==> src/rtl/inst_queue_pkg.sv <==
// inst_queue_pkg
//   Shared constants and types for the instruction queue.
//   DEFAULT_WIDTH : default instruction / PC width in bits
//   DEFAULT_DEPTH : default number of queue entries (power of two, >= 2)
//   DEFAULT_PTR_W : pointer width for the default depth
//   ptr_width()   : pointer width for an arbitrary legal depth
//   q_op_e        : per-cycle queue operation, encoded as {push, pop}
package inst_queue_pkg;

  localparam int DEFAULT_WIDTH = 32;
  localparam int DEFAULT_DEPTH = 4;

  function automatic int ptr_width(input int depth);
    return $clog2(depth);
  endfunction

  localparam int DEFAULT_PTR_W = ptr_width(DEFAULT_DEPTH);

  typedef enum logic [1:0] {
    Q_IDLE = 2'b00,
    Q_POP  = 2'b01,
    Q_PUSH = 2'b10,
    Q_BOTH = 2'b11
  } q_op_e;

endpackage

==> src/rtl/inst_queue_mem.sv <==
// inst_queue_mem
//   DEPTH x 2*WIDTH register array holding {pc, inst} pairs.
//   One synchronous write port, one asynchronous (combinational) read port.
//   Contents are never reset; only written entries are ever read as valid.
//   Ports:
//     clk       : clock
//     i_wr_en   : write enable
//     i_wr_addr : write address
//     i_wr_data : {pc, inst} to store
//     i_rd_addr : read address
//     o_rd_data : {pc, inst} stored at i_rd_addr
module inst_queue_mem
  import inst_queue_pkg::*;
#(
  parameter int WIDTH = DEFAULT_WIDTH,
  parameter int DEPTH = DEFAULT_DEPTH
) (
  input  logic                        clk,
  input  logic                        i_wr_en,
  input  logic [ptr_width(DEPTH)-1:0] i_wr_addr,
  input  logic [2*WIDTH-1:0]          i_wr_data,
  input  logic [ptr_width(DEPTH)-1:0] i_rd_addr,
  output logic [2*WIDTH-1:0]          o_rd_data
);

  logic [2*WIDTH-1:0] r_mem [DEPTH];

  always_ff @(posedge clk) begin
    if (i_wr_en) begin
      r_mem[i_wr_addr] <= i_wr_data;
    end
  end

  assign o_rd_data = r_mem[i_rd_addr];

endmodule

==> src/rtl/inst_queue.sv <==
// inst_queue
//   Fetch-side instruction FIFO feeding the IF/ID register. One-cycle
//   latency, no empty bypass, no full pass-through, flush empties the queue.
//   Ports:
//     clk       : clock, all state on rising edge
//     rst       : synchronous active-low reset
//     flush     : discard all queued entries (overrides push/pop)
//     in_valid  : upstream offers {in_pc, in_inst}
//     in_ready  : queue accepts an entry this cycle
//     in_pc     : PC of offered instruction
//     in_inst   : offered instruction word
//     out_valid : head entry available
//     out_ready : downstream accepts head
//     out_pc    : head PC (0 when empty)
//     out_inst  : head instruction (0 when empty)
//     count     : occupancy 0..DEPTH
module inst_queue
  import inst_queue_pkg::*;
#(
  parameter int WIDTH = DEFAULT_WIDTH,
  parameter int DEPTH = DEFAULT_DEPTH
) (
  input  logic                      clk,
  input  logic                      rst,
  input  logic                      flush,
  input  logic                      in_valid,
  output logic                      in_ready,
  input  logic [WIDTH-1:0]          in_pc,
  input  logic [WIDTH-1:0]          in_inst,
  output logic                      out_valid,
  input  logic                      out_ready,
  output logic [WIDTH-1:0]          out_pc,
  output logic [WIDTH-1:0]          out_inst,
  output logic [$clog2(DEPTH):0]    count
);

  localparam int PW = ptr_width(DEPTH);
  localparam int CW = PW + 1;

  localparam logic [PW-1:0] PTR_ONE  = PW'(1);
  localparam logic [CW-1:0] CNT_ONE  = CW'(1);
  localparam logic [CW-1:0] CNT_FULL = CW'(DEPTH);

  logic [PW-1:0]      r_wr_ptr;
  logic [PW-1:0]      r_rd_ptr;
  logic [CW-1:0]      r_count;

  logic               w_push;
  logic               w_pop;
  q_op_e              w_op;
  logic [2*WIDTH-1:0] w_rd_data;

  // in_ready is held low while reset is asserted so nothing is accepted
  // in a cycle whose state is being discarded anyway.
  assign in_ready  = rst && (r_count != CNT_FULL) && !flush;
  assign out_valid = (r_count != '0);

  assign w_push = in_valid && in_ready;
  assign w_pop  = out_valid && out_ready;
  assign w_op   = q_op_e'({w_push, w_pop});

  inst_queue_mem #(
    .WIDTH (WIDTH),
    .DEPTH (DEPTH)
  ) u_mem (
    .clk       (clk),
    .i_wr_en   (w_push),
    .i_wr_addr (r_wr_ptr),
    .i_wr_data ({in_pc, in_inst}),
    .i_rd_addr (r_rd_ptr),
    .o_rd_data (w_rd_data)
  );

  // Storage is never cleared, so stale slots must be masked when empty.
  assign out_pc   = out_valid ? w_rd_data[2*WIDTH-1:WIDTH] : '0;
  assign out_inst = out_valid ? w_rd_data[WIDTH-1:0]       : '0;
  assign count    = r_count;

  // Pointers are exactly PW bits with DEPTH a power of two, so the +1
  // wraps DEPTH-1 -> 0 naturally.
  always_ff @(posedge clk) begin
    if (!rst || flush) begin
      r_wr_ptr <= '0;
      r_rd_ptr <= '0;
      r_count  <= '0;
    end else begin
      if (w_push) r_wr_ptr <= r_wr_ptr + PTR_ONE;
      if (w_pop)  r_rd_ptr <= r_rd_ptr + PTR_ONE;
      case (w_op)
        Q_PUSH:  r_count <= r_count + CNT_ONE;
        Q_POP:   r_count <= r_count - CNT_ONE;
        default: r_count <= r_count;
      endcase
    end
  end

endmodule

==> config.mk <==
export PLATFORM = sky130hd
export DESIGN_NAME = inst_queue
export DESIGN_NICKNAME = d
export VERILOG_FILES = /design/src/rtl/inst_queue_pkg.sv /design/src/rtl/inst_queue_mem.sv /design/src/rtl/inst_queue.sv
export SDC_FILE = /design/constraint.sdc
export NUM_CORES = 1
export LEC_CHECK = 0
export CORE_MARGIN = 3
export CORE_UTILIZATION = 55
export CTS_CLUSTER_SIZE = 8
export DETAILED_ROUTE_END_ITERATION = 12
export PLACE_DENSITY = 0.8
export SLEW_MARGIN = 10
export SYNTH_ARGS = -nofsm -noshare
export SYNTH_HDL_FRONTEND = slang
export SYNTH_SLANG_ARGS = --single-unit
==> constraint.sdc <==
create_clock -name clk -period 9.15 [get_ports clk]
set_input_delay 2.745 -clock clk [delete_from_list [all_inputs] [get_ports clk]]
set_output_delay 2.745 -clock clk [all_outputs]
set_load 0.05 [all_outputs]
==> impl_metrics.json <==
{
  "antenna_found_initial": 1,
  "fin_crit_sh_pct": 78.1,
  "fp.coreArea_mm2": 0.0181,
  "die-area_mm2": 0.0203,
  "syn_nets": 534,
  "hp-start": "r_wr_ptr[1]",
  "fin_area_mm2": 0.0128,
  "fp.dieW_um": 142,
  "final.setup_skew_ns": 0.0101,
  "path_clk_slew_ns": 0.05,
  "cp.arrival_ns": 4.40,
  "setup_tns_ns": 0,
  "diodes": 0,
  "drive_gt1_share_pct": 17.8,
  "htree_levels": 2,
  "period_needed_ns": 7.14,
  "syn-cell-area_mm2": 0.0102,
  "synthToLayoutAreaGrowth_pct": 24.9,
  "dpl_cell_area_mm2": 0.0117,
  "netSwitchingFraction_pct": 18.9,
  "synthArstFlopShare_pct": 0,
  "cts_setup_buffers": 0,
  "p_int_mw": 2.19,
  "tightest_slew_ns": 1.10,
  "fp.dieH_um": 142,
  "routed_wl_mm": 18.5,
  "hpwl_mm": 9.93,
  "num-fill-cells": 1098,
  "drcViolationCount": 0,
  "hold_viol_final": 0,
  "cts_sinks": 265,
  "worstSetupPathType": "input pin to output pin",
  "synthCells": 459,
  "maxSlewViolCount": 0,
  "worstSetupStartpoint": "flush",
  "cts_tree": "yes",
  "critPathRequiredTime_ns": 6.41,
  "cts_buffers": 39,
  "switchingPower_mw": 0.508,
  "syn_area_per_cell_um2": 22.3,
  "drt_iter0_markers": 268,
  "yosysSeqAreaShare_pct": 77.0,
  "firstDrtPassIters": 4,
  "nNetsFinal": 691,
  "port-buffer-count": 137,
  "cts_hold_buf": 0,
  "powerDensity_mw_per_mm2": 211,
  "synth.lib_cells_used.distinct": 26,
  "hold_path.class": "flop to flop",
  "place_congestion": 0.713,
  "rows": 49,
  "fmax_ghz": 0.140,
  "start_util_pct": 56.5,
  "start_kind": "input pin",
  "synth_seq_cells": 265,
  "ant_nets": 0,
  "vias": 4844,
  "combinationalPowerShare_pct": 4.1,
  "ios": 138,
  "p_leak_nw": 4.06,
  "ys_warn_count": 0,
  "critical_path.max_fanout": 8,
  "synth-main-ff-cell": "edfxtp_1",
  "globalRouteTotalUtil_pct": 18.8,
  "r2r-start": "count[2]",
  "synth-edff-count": 256,
  "final_cell_count_no_fill": 852,
  "fin_util_pct": 70.6,
  "rsz0062_at_grt": "no",
  "setup_viol": 0,
  "clkPwrFrac_pct": 45.8,
  "avgViaCountPerCell": 5.69,
  "grt_pass1_vias": 5383,
  "grt-ovfl-total": 0,
  "maxCapViolCount": 0,
  "wl_per_cell_um": 21.7,
  "grt_first_pass_wirelength_mm": 29.0,
  "cts_resized": 0,
  "maxSlewHeadroom_pct": 26.6,
  "pwr-share-seq_pct": 50.2,
  "clk_path_buf_depth": 3,
  "placedCellCount": 804,
  "ir_worst_vdd_mv": 0.270,
  "status": "complete, no violations",
  "clock-root-buffer": "clkbuf_16",
  "setup.worst_path.end_class": "output pin",
  "clkLatencyLatePin_ns": 0.49,
  "grt_max_degree": 66
}
## cell usage after synthesis, types with 2 or more instances
master,number,share of area [%]
dfxtp_1,9,1.8
and2_1,68,4.2
mux4_2,60,13
inv_1,8,0.29
or3_1,2,0.12
ha_1,5,0.61
buf_2,6,0.29
mux4_1,4,1.0
nor2_1,7,0.26
clkbuf_1,8,0.29
edfxtp_1,256,75
xor2_1,4,0.34
a21oi_1,2,0.098
nand2_1,2,0.073
mux2i_1,2,0.20
buf_12,6,1.2
## critical path: stages
cell	delay, ns
clkdlybuf4s50_1	0.42
nand2b_1	0.27
nor2_1	0.15
clkdlybuf4s50_1	0.82
## layer usage
layer,vias up,global-route usage (%),part of all wire (%)
met5,-,0,0.070
met4,2,6.20,2.1
met3,34,4.60,5.5
met2,160,32.7,53
met1,2492,23.3,40
li1,2156,-,-
## state kept, by name (all words and copies together) (netlist names), named ones only
| name | flops |
|---|---|
| r_wr_ptr | 2 |
| u_mem.r_mem | 256 |
| count | 3 |
| r_rd_ptr | 2 |
## through the flow
| stage | setup slack (ns) | power, mW | hold WS, ns |
|---|---|---|---|
| after floorplan | 2.70 | 1.42 | 0.468 |
| after global placement | 2.05 | 1.48 | 0.475 |
| after detailed placement | 2.02 | 1.48 | 0.507 |
| after CTS | 2.01 | 2.72 | 0.519 |
| after global routing | 1.88 | 2.79 | 0.547 |
| final | 2.01 | 2.70 | 0.517 |
## kinds of logic after synthesis
| kind of cell | share of synthesized area [%] |
|---|---|
| DFF | 77.0 |
| xor gates and xnor gates | 0.343 |
| and+or+nand+nor | 4.93 |
| muxes | 14.4 |
| adders and majority gates | 0.808 |
| buffers and inverters | 2.22 |
| AOI/OAI and AO/OA | 0.306 |
## layout make-up
type	count	area, um^2	share of cell area [%]
sequential	265	7880	61.7
multi-input combinational	164	2140	16.8
inverter	8	30.0	0.235
clock buffer	47	1050	8.21
clock inverter	1	8.76	0.0686
timing repair buffer	138	1380	10.8
tap	229	287	2.24
## placed cells by master, fill, tap and decap left out, types with 2 or more instances in the layout
cell type,synthesis,routed
edfxtp_1,256,256
clkdlybuf4s50_1,0,137
and2_1,68,64
mux4_2,60,60
clkbuf_16,0,41
inv_1,8,8
nor2_1,7,7
dfxtp_1,9,7
clkbuf_1,8,6
ha_1,5,5
mux4_1,4,4
and2_4,0,4
xor2_1,4,4
nand2_1,2,2
mux2i_1,2,2
a21oi_1,2,2
dfxtp_4,0,2
## power groups by stage
stage | Combinational, mW | Clock, mW | Sequential, mW
floorplan | 0.0502 | 0 | 1.37
global placement | 0.106 | 0 | 1.37
CTS | 0.111 | 1.26 | 1.35
finish | 0.109 | 1.23 | 1.35
detailed placement | 0.110 | 0 | 1.37
global route | 0.117 | 1.32 | 1.35
## path summary, 6_finish.rpt
path	end	slack (ns)	depth (start not counted)
worst max-delay path	in_ready	2.01	4
worst min-delay path	r_wr_ptr[1]	0.52	2
worst max register to register	count[2]	6.71	9
worst min register to register	r_wr_ptr[1]	0.52	2
(Power assumes the default switching activity.)
